==> config.mk <==
export PLATFORM = sky130hd
export DESIGN_NAME = nonce_dispatcher_flat
export DESIGN_NICKNAME = d
export VERILOG_FILES = /design/src/rtl/nonce_dispatcher_if.sv /design/src/rtl/nonce_dispatcher.sv /design/src/flat_wrapper.sv
export SDC_FILE = /design/constraint.sdc
export NUM_CORES = 1
export LEC_CHECK = 0
export BUFFER_PORTS_ARGS = -buffer_cell sky130_fd_sc_hd__buf_2
export CELL_PAD_IN_SITES_DETAIL_PLACEMENT = 2
export CELL_PAD_IN_SITES_GLOBAL_PLACEMENT = 2
export CORE_MARGIN = 8
export CORE_UTILIZATION = 29
export CTS_BUF_LIST = sky130_fd_sc_hd__clkbuf_16
export CTS_CLUSTER_SIZE = 24
export DETAILED_ROUTE_END_ITERATION = 8
export PLACE_DENSITY_LB_ADDON = 0.05
export SKIP_CTS_REPAIR_TIMING = 1
export SLEW_MARGIN = 20
export SYNTH_ARGS = -nofsm -noshare
export SYNTH_HDL_FRONTEND = slang
export SYNTH_SLANG_ARGS = --single-unit
==> constraint.sdc <==
create_clock -name clock -period 5.3 [get_ports clock]
set_clock_uncertainty 0.15 [all_clocks]
set_input_delay 0.795 -clock clock [delete_from_list [all_inputs] [get_ports clock]]
set_output_delay 0.795 -clock clock [all_outputs]
set_load 0.01 [all_outputs]
==> src/rtl/nonce_dispatcher_if.sv <==
// Bundle of every control, core-side and status signal of the nonce
// dispatcher. The dispatcher connects through the master modport; the
// environment (controller plus hash cores, or a testbench) uses slave.
interface nonce_dispatcher_if #(
    parameter int NUM_CORES = 4,
    parameter int NONCE_W   = 32,
    parameter int CIDX_W    = 2
);
    // run control
    logic                          start;
    logic                          abort;
    logic [NONCE_W-1:0]            start_nonce;
    logic [NONCE_W-1:0]            end_nonce;

    // hash-core side
    logic [NUM_CORES-1:0]          core_ready;
    logic [NUM_CORES-1:0]          core_issue;
    logic [NONCE_W-1:0]            core_nonce;
    logic [NUM_CORES-1:0]          core_done;
    logic [NUM_CORES-1:0]          core_hit;
    logic [NUM_CORES*NONCE_W-1:0]  core_result;

    // status
    logic                          busy;
    logic                          found;
    logic                          found_pulse;
    logic [NONCE_W-1:0]            found_nonce;
    logic [CIDX_W-1:0]             found_core;
    logic                          exhausted;
    logic [31:0]                   done_count;

    modport master (
        input  start, abort, start_nonce, end_nonce,
        input  core_ready, core_done, core_hit, core_result,
        output core_issue, core_nonce,
        output busy, found, found_pulse, found_nonce, found_core,
        output exhausted, done_count
    );

    modport slave (
        output start, abort, start_nonce, end_nonce,
        output core_ready, core_done, core_hit, core_result,
        input  core_issue, core_nonce,
        input  busy, found, found_pulse, found_nonce, found_core,
        input  exhausted, done_count
    );
endinterface

==> src/rtl/nonce_dispatcher.sv <==
// Nonce dispatcher: hands out an inclusive nonce range one nonce per cycle
// to NUM_CORES hash cores in round-robin order, tracks how many nonces are
// still in flight, and reports either the first winning nonce (lowest core
// index wins a tie) or exhaustion of the range.
module nonce_dispatcher #(
    parameter int NUM_CORES = 4,
    parameter int NONCE_W   = 32,
    parameter int CIDX_W    = 2
) (
    input  logic               clock,
    input  logic               reset,
    nonce_dispatcher_if.master bus
);

    // in-flight counter width, enough to hold NUM_CORES
    localparam int CNT_W = $clog2(NUM_CORES + 1);
    localparam int OW    = CNT_W + 1;
    // one extra bit so rr_ptr + offset never overflows before the wrap
    localparam int PW    = CIDX_W + 1;
    // ready vector padded so a PW-bit index always lands inside it
    localparam int PAD   = 1 << PW;

    typedef enum logic [1:0] {
        IDLE  = 2'd0,
        RUN   = 2'd1,
        FOUND = 2'd2,
        EXH   = 2'd3
    } state_t;

    state_t               state;
    logic [NONCE_W-1:0]   next_nonce;
    logic [NONCE_W-1:0]   last_nonce;
    logic                 all_issued;
    logic [CIDX_W-1:0]    rr_ptr;
    logic [CNT_W-1:0]     outstanding;
    logic [31:0]          done_count;
    logic [NONCE_W-1:0]   found_nonce;
    logic [CIDX_W-1:0]    found_core;
    logic                 found;
    logic                 found_pulse;
    logic                 exhausted;

    // ------------------------------------------------------------------
    // Round-robin grant: candidate k is core (rr_ptr + k) mod NUM_CORES,
    // and the lowest k with a ready core wins.
    // ------------------------------------------------------------------
    logic [PAD-1:0]       ready_pad;
    logic [PW-1:0]        cand_idx [NUM_CORES];
    logic [NUM_CORES-1:0] cand_ready;
    logic                 grant_valid;
    logic [CIDX_W-1:0]    grant_idx;
    logic                 issue_en;
    logic [NUM_CORES-1:0] issue_vec;

    assign ready_pad = PAD'(bus.core_ready);

    genvar gi;
    generate
        for (gi = 0; gi < NUM_CORES; gi++) begin : g_cand
            logic [PW-1:0] sum;
            assign sum            = {1'b0, rr_ptr} + PW'(gi);
            assign cand_idx[gi]   = (sum >= PW'(NUM_CORES)) ? (sum - PW'(NUM_CORES)) : sum;
            assign cand_ready[gi] = ready_pad[cand_idx[gi]];
        end
    endgenerate

    // pick the first ready candidate counting up from rr_ptr
    always_comb begin
        grant_valid = 1'b0;
        grant_idx   = '0;
        for (int k = NUM_CORES - 1; k >= 0; k--) begin
            if (cand_ready[k]) begin
                grant_valid = 1'b1;
                grant_idx   = cand_idx[k][CIDX_W-1:0];
            end
        end
    end

    // issuing is only possible while a run still has nonces left
    assign issue_en = (state == RUN) && !all_issued && grant_valid;

    generate
        for (gi = 0; gi < NUM_CORES; gi++) begin : g_issue
            assign issue_vec[gi] = issue_en && (grant_idx == CIDX_W'(gi));
        end
    endgenerate

    // ------------------------------------------------------------------
    // Result collection
    // ------------------------------------------------------------------
    logic [CNT_W-1:0]     done_pop;
    logic                 hit_valid;
    logic [CIDX_W-1:0]    hit_idx;
    logic [NONCE_W-1:0]   hit_nonce;

    // number of cores reporting completion this cycle
    always_comb begin
        done_pop = '0;
        for (int k = 0; k < NUM_CORES; k++) begin
            done_pop = done_pop + CNT_W'(bus.core_done[k]);
        end
    end

    // lowest-index core with a qualified hit wins
    always_comb begin
        hit_valid = 1'b0;
        hit_idx   = '0;
        hit_nonce = '0;
        for (int k = NUM_CORES - 1; k >= 0; k--) begin
            if (bus.core_done[k] && bus.core_hit[k]) begin
                hit_valid = 1'b1;
                hit_idx   = CIDX_W'(k);
                hit_nonce = bus.core_result[k*NONCE_W +: NONCE_W];
            end
        end
    end

    // ------------------------------------------------------------------
    // Counter next values. The in-flight count floors at zero so a
    // spurious done pulse cannot wrap it into a huge value.
    // ------------------------------------------------------------------
    logic [OW-1:0]        out_plus;
    logic [CNT_W-1:0]     out_next;
    logic [32:0]          dc_sum;
    logic [31:0]          dc_next;
    logic [CIDX_W-1:0]    rr_next;

    assign out_plus = {1'b0, outstanding} + OW'(issue_en);
    assign out_next = (out_plus > {1'b0, done_pop}) ? CNT_W'(out_plus - {1'b0, done_pop}) : '0;
    assign dc_sum   = {1'b0, done_count} + 33'(done_pop);
    assign dc_next  = dc_sum[32] ? 32'hFFFF_FFFF : dc_sum[31:0];
    assign rr_next  = (grant_idx == CIDX_W'(NUM_CORES - 1)) ? '0 : (grant_idx + CIDX_W'(1));

    // ------------------------------------------------------------------
    // Control FSM and all run state. Priority: abort, then hit, then
    // exhaustion; start is only looked at outside RUN.
    // ------------------------------------------------------------------
    always_ff @(posedge clock or posedge reset) begin
        if (reset) begin
            state       <= IDLE;
            next_nonce  <= '0;
            last_nonce  <= '0;
            all_issued  <= 1'b0;
            rr_ptr      <= '0;
            outstanding <= '0;
            done_count  <= '0;
            found_nonce <= '0;
            found_core  <= '0;
            found       <= 1'b0;
            found_pulse <= 1'b0;
            exhausted   <= 1'b0;
        end else begin
            found_pulse <= 1'b0;
            if (bus.abort) begin
                state       <= IDLE;
                found       <= 1'b0;
                exhausted   <= 1'b0;
                outstanding <= '0;
            end else begin
                case (state)
                    RUN: begin
                        outstanding <= out_next;
                        done_count  <= dc_next;
                        if (issue_en) begin
                            rr_ptr <= rr_next;
                            // ">=" also ends a reversed range after its first nonce
                            if (next_nonce >= last_nonce) begin
                                all_issued <= 1'b1;
                            end else begin
                                next_nonce <= next_nonce + NONCE_W'(1);
                            end
                        end
                        if (hit_valid) begin
                            found_nonce <= hit_nonce;
                            found_core  <= hit_idx;
                            found       <= 1'b1;
                            found_pulse <= 1'b1;
                            state       <= FOUND;
                        end else if (all_issued && (out_next == '0)) begin
                            exhausted <= 1'b1;
                            state     <= EXH;
                        end
                    end
                    default: begin
                        if (bus.start) begin
                            next_nonce  <= bus.start_nonce;
                            last_nonce  <= bus.end_nonce;
                            all_issued  <= 1'b0;
                            outstanding <= '0;
                            done_count  <= '0;
                            rr_ptr      <= '0;
                            found       <= 1'b0;
                            exhausted   <= 1'b0;
                            state       <= RUN;
                        end
                    end
                endcase
            end
        end
    end

    assign bus.core_issue  = issue_vec;
    assign bus.core_nonce  = next_nonce;
    assign bus.busy        = (state == RUN);
    assign bus.found       = found;
    assign bus.found_pulse = found_pulse;
    assign bus.found_nonce = found_nonce;
    assign bus.found_core  = found_core;
    assign bus.exhausted   = exhausted;
    assign bus.done_count  = done_count;

endmodule

==> src/flat_wrapper.sv <==
// flat-port wrapper written by rule: the top's interface ports become plain ports
module nonce_dispatcher_flat 
#(
    parameter int NUM_CORES = 4,
    parameter int NONCE_W   = 32,
    parameter int CIDX_W    = 2
)
  (clock, reset, bus_start, bus_abort, bus_start_nonce, bus_end_nonce, bus_core_ready, bus_core_done, bus_core_hit, bus_core_result, bus_core_issue, bus_core_nonce, bus_busy, bus_found, bus_found_pulse, bus_found_nonce, bus_found_core, bus_exhausted, bus_done_count);
  nonce_dispatcher_if #(.NUM_CORES(NUM_CORES), .NONCE_W(NONCE_W), .CIDX_W(CIDX_W)) bus_i ();
  input  logic clock;
  input  logic reset;
  input wire logic [$bits(bus_i.start)-1:0] bus_start;
  input wire logic [$bits(bus_i.abort)-1:0] bus_abort;
  input wire logic [$bits(bus_i.start_nonce)-1:0] bus_start_nonce;
  input wire logic [$bits(bus_i.end_nonce)-1:0] bus_end_nonce;
  input wire logic [$bits(bus_i.core_ready)-1:0] bus_core_ready;
  input wire logic [$bits(bus_i.core_done)-1:0] bus_core_done;
  input wire logic [$bits(bus_i.core_hit)-1:0] bus_core_hit;
  input wire logic [$bits(bus_i.core_result)-1:0] bus_core_result;
  output wire logic [$bits(bus_i.core_issue)-1:0] bus_core_issue;
  output wire logic [$bits(bus_i.core_nonce)-1:0] bus_core_nonce;
  output wire logic [$bits(bus_i.busy)-1:0] bus_busy;
  output wire logic [$bits(bus_i.found)-1:0] bus_found;
  output wire logic [$bits(bus_i.found_pulse)-1:0] bus_found_pulse;
  output wire logic [$bits(bus_i.found_nonce)-1:0] bus_found_nonce;
  output wire logic [$bits(bus_i.found_core)-1:0] bus_found_core;
  output wire logic [$bits(bus_i.exhausted)-1:0] bus_exhausted;
  output wire logic [$bits(bus_i.done_count)-1:0] bus_done_count;
  assign bus_i.start = bus_start;
  assign bus_i.abort = bus_abort;
  assign bus_i.start_nonce = bus_start_nonce;
  assign bus_i.end_nonce = bus_end_nonce;
  assign bus_i.core_ready = bus_core_ready;
  assign bus_i.core_done = bus_core_done;
  assign bus_i.core_hit = bus_core_hit;
  assign bus_i.core_result = bus_core_result;
  assign bus_core_issue = bus_i.core_issue;
  assign bus_core_nonce = bus_i.core_nonce;
  assign bus_busy = bus_i.busy;
  assign bus_found = bus_i.found;
  assign bus_found_pulse = bus_i.found_pulse;
  assign bus_found_nonce = bus_i.found_nonce;
  assign bus_found_core = bus_i.found_core;
  assign bus_exhausted = bus_i.exhausted;
  assign bus_done_count = bus_i.done_count;
  nonce_dispatcher #(.NUM_CORES(NUM_CORES), .NONCE_W(NONCE_W), .CIDX_W(CIDX_W)) u_core (.clock(clock), .reset(reset), .bus(bus_i));
endmodule
Word level (Yosys, flattened, before mapping)

Cells that the tools add are included.

Word-level logic and storage cells: 141
Bits in registers: 141
Bits of input ports: 208

Bitwise gates (word level): 2
Add/sub/neg operators: 15
Multiplexer cells: 66
Order comparisons: 10
Reductions and logical operators: 25
Equality and inequality tests: 11

Operators by type and width:

| cell                                                        | count |
|---|---|
| 2-to-1 mux 32 bit                                           | 11 |
| 2-to-1 mux 2 bit                                            | 17 |
| adder 32 x 3 -> 33 bit                                      | 1 |
| adder 32 x 1 -> 32 bit (second input constant)              | 1 |
| greater-or-equal comparator 32 bit                          | 1 |
| 2-to-1 mux 1 bit                                            | 26 |
| 2-to-1 mux 3 bit                                            | 8 |
| less-than comparator 3 x 4 -> 1 bit (second input constant) | 4 |
| binary-select mux 1 bit (select 3 bit)                      | 4 |
| AND reduction 3 bit                                         | 4 |
| logical AND 1 bit                                           | 11 |
| greater-or-equal comparator 3 bit (second input constant)   | 3 |
| subtractor 3 bit (second input constant)                    | 3 |
| AND reduction 4 bit                                         | 2 |
| adder 2 x 2 -> 3 bit (second input constant)                | 2 |
| adder 3 x 1 -> 3 bit                                        | 2 |
| inequality test 3 x 2 -> 1 bit (second input constant)      | 2 |
| AND reduction 2 bit                                         | 3 |
| adder 3 x 1 -> 4 bit                                        | 1 |
| equality test 2 x 1 -> 1 bit (second input constant)        | 2 |
| equality test 2 bit (second input constant)                 | 2 |
| greater-than comparator 4 x 3 -> 1 bit                      | 1 |
| inequality test 2 x 1 -> 1 bit (second input constant)      | 2 |
| inequality test 4 x 2 -> 1 bit (second input constant)      | 1 |
| 14 further kinds                                            | 15 |

Depth between registers and ports, before layout

Depth after elaboration: 19
Gate-level depth with buffers: 18
Mapped depth without buffers: 17

Worst setup path before layout

No wires, ideal clock.

Path type: input to register
Start point: in bus_core_ready[0]
End point: reg u_core.exhausted (netlist: u_core.bus.exhausted)
Setup time: 66 ps
Cell stages on the path: 13
Arrival: 3457 ps
Path buffers: 0
Setup slack: 1627 ps
Data required time: 5084 ps
Cells stage by stage: or2_1 > a2111o_1 > o31ai_2 > a211oi_1 > ha_1 > ha_1 > fa_1 > a21oi_1 > a31oi_1 > a31oi_1 > o21ai_0 > nor3_1 > o22a_1

Word-level cells in the longest chain between the ends: 14

Ends and longest elaborated chain:

| item                                                                       | line                    | source |
|---|---|---|
| start: declaration                                                         | flat_wrapper.sv:16      | `input wire logic [$bits(bus_i.core_ready)-1:0] bus_core_ready;` |
| binary-select mux 1 bit (select 3 bit)                                     | nonce_dispatcher.sv:63  | `assign cand_ready[gi] = ready_pad[cand_idx[gi]];` |
| 2-to-1 mux 1 bit (implied by the code)                                     | nonce_dispatcher.sv:63  |  |
| 2-to-1 mux 1 bit (3 in series)                                             | nonce_dispatcher.sv:72  | `if (cand_ready[k]) begin` |
| 2-to-1 mux 1 bit *                                                         | nonce_dispatcher.sv:72  |  |
| logical AND 1 bit *                                                        | nonce_dispatcher.sv:80  | `assign issue_en = (state == RUN) && !all_issued && grant_valid;` |
| adder 3 x 1 -> 4 bit *                                                     | nonce_dispatcher.sv:128 | `assign out_plus = {1'b0, outstanding} + OW'(issue_en);` |
| greater-than comparator 4 x 3 -> 1 bit or subtractor 3 bit (tied branches) | nonce_dispatcher.sv:129 | `assign out_next = (out_plus > {1'b0, done_pop}) ? CNT_W'(out_plus - {1'b0, done_pop}) : '0;` |
| 2-to-1 mux 3 bit *                                                         | nonce_dispatcher.sv:129 |  |
| logical NOT 3 bit *                                                        | nonce_dispatcher.sv:179 | `end else if (all_issued && (out_next == '0)) begin` |
| logical AND 1 bit *                                                        | nonce_dispatcher.sv:179 |  |
| inequality test 3 x 2 -> 1 bit (no line) *                                 | -                       |  |
| AND reduction 3 bit (no line) *                                            | -                       |  |
| end signal: assignment                                                     | nonce_dispatcher.sv:157 | `exhausted <= 1'b0;` |
| end signal: assignment                                                     | nonce_dispatcher.sv:180 | `exhausted <= 1'b1;` |
| end signal: assignment                                                     | nonce_dispatcher.sv:193 | `exhausted <= 1'b0;` |
| end: declaration                                                           | nonce_dispatcher.sv:41  | `logic exhausted;` |

Every way passes the cells marked *; elsewhere a longest branch is shown, timed or not. The select of a mux whose other input is x is not followed.
A chain may end at the register's enable or synchronous reset.

Worst setup path after layout

Start point: reg u_core.rr_ptr[0]
End point: reg u_core.exhausted (netlist: u_core.bus.exhausted)

Word-level cells in the longest chain between the ends: 17

Ends and longest elaborated chain:

| item                                                                       | line                    | source |
|---|---|---|
| start: declaration                                                         | nonce_dispatcher.sv:34  | `logic [CIDX_W-1:0] rr_ptr;` |
| start signal: assignment                                                   | nonce_dispatcher.sv:165 | `rr_ptr <= rr_next;` |
| adder 2 x 2 -> 3 bit                                                       | nonce_dispatcher.sv:61  | `assign sum = {1'b0, rr_ptr} + PW'(gi);` |
| subtractor 3 bit or greater-or-equal comparator 3 bit (tied branches)      | nonce_dispatcher.sv:62  | `assign cand_idx[gi] = (sum >= PW'(NUM_CORES)) ? (sum - PW'(NUM_CORES)) : sum;` |
| 2-to-1 mux 3 bit                                                           | nonce_dispatcher.sv:62  |  |
| binary-select mux 1 bit (select 3 bit)                                     | nonce_dispatcher.sv:63  |  |
| 2-to-1 mux 1 bit (implied by the code)                                     | nonce_dispatcher.sv:63  |  |
| 2-to-1 mux 1 bit (3 in series)                                             | nonce_dispatcher.sv:72  |  |
| 2-to-1 mux 1 bit *                                                         | nonce_dispatcher.sv:72  |  |
| logical AND 1 bit *                                                        | nonce_dispatcher.sv:80  |  |
| adder 3 x 1 -> 4 bit *                                                     | nonce_dispatcher.sv:128 |  |
| greater-than comparator 4 x 3 -> 1 bit or subtractor 3 bit (tied branches) | nonce_dispatcher.sv:129 |  |
| 2-to-1 mux 3 bit *                                                         | nonce_dispatcher.sv:129 |  |
| logical NOT 3 bit *                                                        | nonce_dispatcher.sv:179 |  |
| logical AND 1 bit *                                                        | nonce_dispatcher.sv:179 |  |
| inequality test 3 x 2 -> 1 bit (no line) *                                 | -                       |  |
| AND reduction 3 bit (no line) *                                            | -                       |  |

Marked as above.

==> summary.md <==
| Metric | Value |
|---|---|
| Setup TNS | `0 ns` |
| Total grt overflow | `0` |
| Number of synthesized flops with an enable pin | `0` |
| Clock tree buffer depth | `2` |
| Inserted Clock Buffers | `17` |
| Flop2flop setup slack | `1.23 ns` |
| Slew @ Worst Pin | `1.03 ns` |
| Synthesized area per cell | `approximately 8.5 µm²` |
| Post-synthesis sequential area ratio | `40.4%` |
| Clock Latency Late Sink | `0.43 ns` |
| Unrepaired setup endpoints after global routing | `no` |
| Critical path type | `reg -> reg` |
| Area delta synth->final | `28.5%` |
| Max Fanout on Critical Path | `11` |
| Reg2reg start | `u_core.rr_ptr[0]` |
| Overall via count from detail_route | `9,102` |
| Number of antenna violations at the first check in global routing | `4` |
| Critical Path Stages | `15` |
| Synth top area cells | `dfrtp_1 40%, ha_1 6.9%, o21ai_0 6.2%` |
| CP top delay family | `compound AO/OA/AOI/OAI gates` |
| Max-slew violations | `0` |
| Status | `finished clean` |
| Static Leak | `around 5.4 nW` |
| Asr flop ratio synth | `100%` |
| CTS H-tree depth | `4` |
| Netlist Area Pre-Place | `8730 µm²` |
| Final Non-Filler Cells | `1,714` |
| Highest cell delay on the worst timing path | `0.59 ns` |
| Core area | `between 20,000 and 30,000 µm²` |
| Die Wd | `190 µm` |
| CP most frequent cell | `ha_1` |
| CTS sink cnt | `141` |
| CP Launch Type | `register` |
| TritonCTS clock tree | `built` |
| Register area | `approximately 3500 µm²` |
| Reg2Reg Depth | `15` |
| PortBufs | `313` |
| Fraction of layout instances using a drive strength above 1 | `between 20% and 30%` |
| Final instance area | `11,200 µm²` |
| Multi-input logic area | `4690 µm²` |
| Most common cell in the synthesized netlist | `dfrtp_1` |
| DP HPWL | `27,500 µm` |
| Max cap viols | `0` |
| Top FF cell, synth | `dfrtp_1` |
| 1st-pass router iterations | `4` |
| Final net count | `between 1,500 and 2,000` |
| Synth top cells by count | `141 x dfrtp_1, 127 x nand2_1, 108 x o21ai_0` |
| Final Wtd Congestion | `0.757` |
| Crit Reg-Reg Endpoint | `u_core.bus.exhausted` |
| Req. time, crit path | `5.51 ns` |
| Inst Count DP | `1,680` |
| Filler cells | `about 3,500` |
| Clock root buffer | `clkbuf_16` |
| Row count | `63` |
| Vias in the first global route | `10,300` |
| Post-synth top area share | `slightly above 40%` |
| Fin crit share | `between 70% and 80%` |
| Clock-pin slew on the worst setup and hold paths | `about 0.060 ns` |
| Mean number of vias per cell | `5.31` |
| Mean routed wirelength per cell | `21.3 µm` |
| Buf/Inv on CP | `1` |
| Die H | `190 µm` |
| Critical-path cell list | `inv_1 -> ha_1 -> nor2_1 -> and2_1 -> a21oi_2 -> a211oi_1 -> ha_1 -> ha_1 -> fa_1 -> a21oi_1 -> a31oi_1 -> a31oi_1 -> o21ai_0 -> nor3_1 -> o22a_1` |
| Num ports | `314` |
| Starting Density | `29.5%` |
| Hold Path Class | `reg -> reg` |
| Area leader, netlist | `dfrtp_1` |
| First-pass GRT wire length | `58,400 µm` |
| Synth Net Count | `1,286` |
| Yosys warning total | `0` |
| Initial DRC count | `313` |
| Die area | `35,900 µm²` |
| Global Route Usage Sum | `between 20% and 30%` |
| Pin count of the biggest net entering global routing | `84` |
| Final hold violations | `0` |
| P per Cell Area | `roughly 400 nW/µm²` |
| F_max | `245 MHz` |
| Cell variety after synth | `between 60 and 70` |
| Placed cell area | `10,600 µm²` |
| Mapped Cells | `1,027` |
| Critical-path top delay cell | `a211oi_1` |
| Arrival time at the worst endpoint | `4.28 ns` |
| Synth Register Bits | `141` |
| Final wirelength | `around 37,000 µm` |
| Number of setup violations in the final report | `0` |
| Worst setup path start | `u_core.rr_ptr[0]` |
| Remaining DRCs | `0` |
| Min Tclk post-route | `roughly 4 ns` |
| Slew headroom | `31.4%` |
| Worst VDD drop | `roughly 210 µV` |
| Worst setup endpoint | `u_core.bus.exhausted` |
| Detail Route Antenna Nets | `0` |
| Crit. End Element | `register` |
## state kept, by name, indices dropped and copies added (netlist names)
name and flops:
u_core.all_issued 1, u_core.bus.done_count 32, u_core.bus.found 1, u_core.bus.found_core 2
u_core.bus.core_nonce 32, u_core.outstanding 3, u_core.bus.found_pulse 1, u_core.bus.exhausted 1
u_core.rr_ptr 2, u_core.last_nonce 32, u_core.bus.found_nonce 32, u_core.state 2
## where the power goes
group / switching (mW) / total, mW / internal (mW)
clock: 0.524 / 1.22 / 0.692
combinational: 0.959 / 1.67 / 0.713
sequential: 0.337 / 1.68 / 1.34
## worst reg2reg max path, cell delays in order, from the launching register on
cell	delay (ns)
dfrtp_1	0.58
inv_1	0.09
ha_1	0.21
nor2_1	0.15
and2_1	0.19
a21oi_2	0.06
a211oi_1	0.59
ha_1	0.29
ha_1	0.28
fa_1	0.47
a21oi_1	0.16
a31oi_1	0.06
a31oi_1	0.25
o21ai_0	0.16
nor3_1	0.16
o22a_1	0.16
## worst min-delay path by stage
stage | startpoint | end | slack [ns] | cells past startpoint
after floorplan | u_core.state[1] | u_core.state[1] | 0.29 | 2
after global placement | u_core.bus.found_nonce[13] | u_core.bus.found_nonce[13] | 0.31 | 2
after detailed placement | u_core.bus.found_nonce[29] | u_core.bus.found_nonce[29] | 0.32 | 2
after CTS | u_core.bus.found_nonce[29] | u_core.bus.found_nonce[29] | 0.33 | 2
after global routing | u_core.bus.found_nonce[24] | u_core.bus.found_nonce[24] | 0.35 | 2
final | u_core.bus.found_nonce[29] | u_core.bus.found_nonce[29] | 0.32 | 2
## routing by layer
layer	track usage [%]	wire, µm	vias to the layer above	part of all wire, %
li1	-	-	4310	-
met4	5.74	599	4	1.6
met3	5.52	2120	34	5.8
met5	0	22	-	0.060
met2	35.3	18200	213	50
met1	24.1	15600	4541	43
## stage by stage
stage                     total power [mW]  worst slack [ns]  util [%]  hold slack (ns)
after floorplan                       2.64             0.574         -            0.291
after global placement                3.31              1.24      35.9            0.307
after detailed placement              3.39              1.13      35.9            0.315
after CTS                             4.65              1.15      37.9            0.330
after global routing                  4.92             0.783      37.9            0.352
final                                 4.57              1.23      37.9            0.320
## layout by cell type, fill, tap and decap left out, types with 33 or more instances in the layout
cell / n
inv_1: 65
o22ai_1: 35
o31ai_1: 33
nand2_1: 126
ha_1: 48
buf_2: 313
o21ai_0: 108
dfrtp_1: 141
nor2_1: 75
a21oi_1: 68
## logic make-up (layout without fill, tap and decap cells)
group,Yosys count,in the layout,synth area share (%)
AO/OA/AOI/OAI,375,375,27.6
XOR/XNOR,3,3,0.301
adder cells (fa/ha/maj),51,51,7.57
buffers and inverters,131,426,6.13
flip-flops,141,141,40.4
multiplexers,7,7,1.00
other,0,2,0
AND/OR/NAND/NOR,319,319,17.0
## cell type report
| type | instances | area share (%) |
|---|---|---|
| multi-input combinational | 755 | 41.8 |
| inverter | 65 | 2.22 |
| clock inverter | 15 | 1.34 |
| clock buffer | 17 | 3.79 |
| tap | 390 | 4.35 |
| timing repair buffer | 329 | 15.0 |
| antenna | 2 | 0.0446 |
| sequential | 141 | 31.4 |
Note: power is estimated with default switching activity, not from simulation.
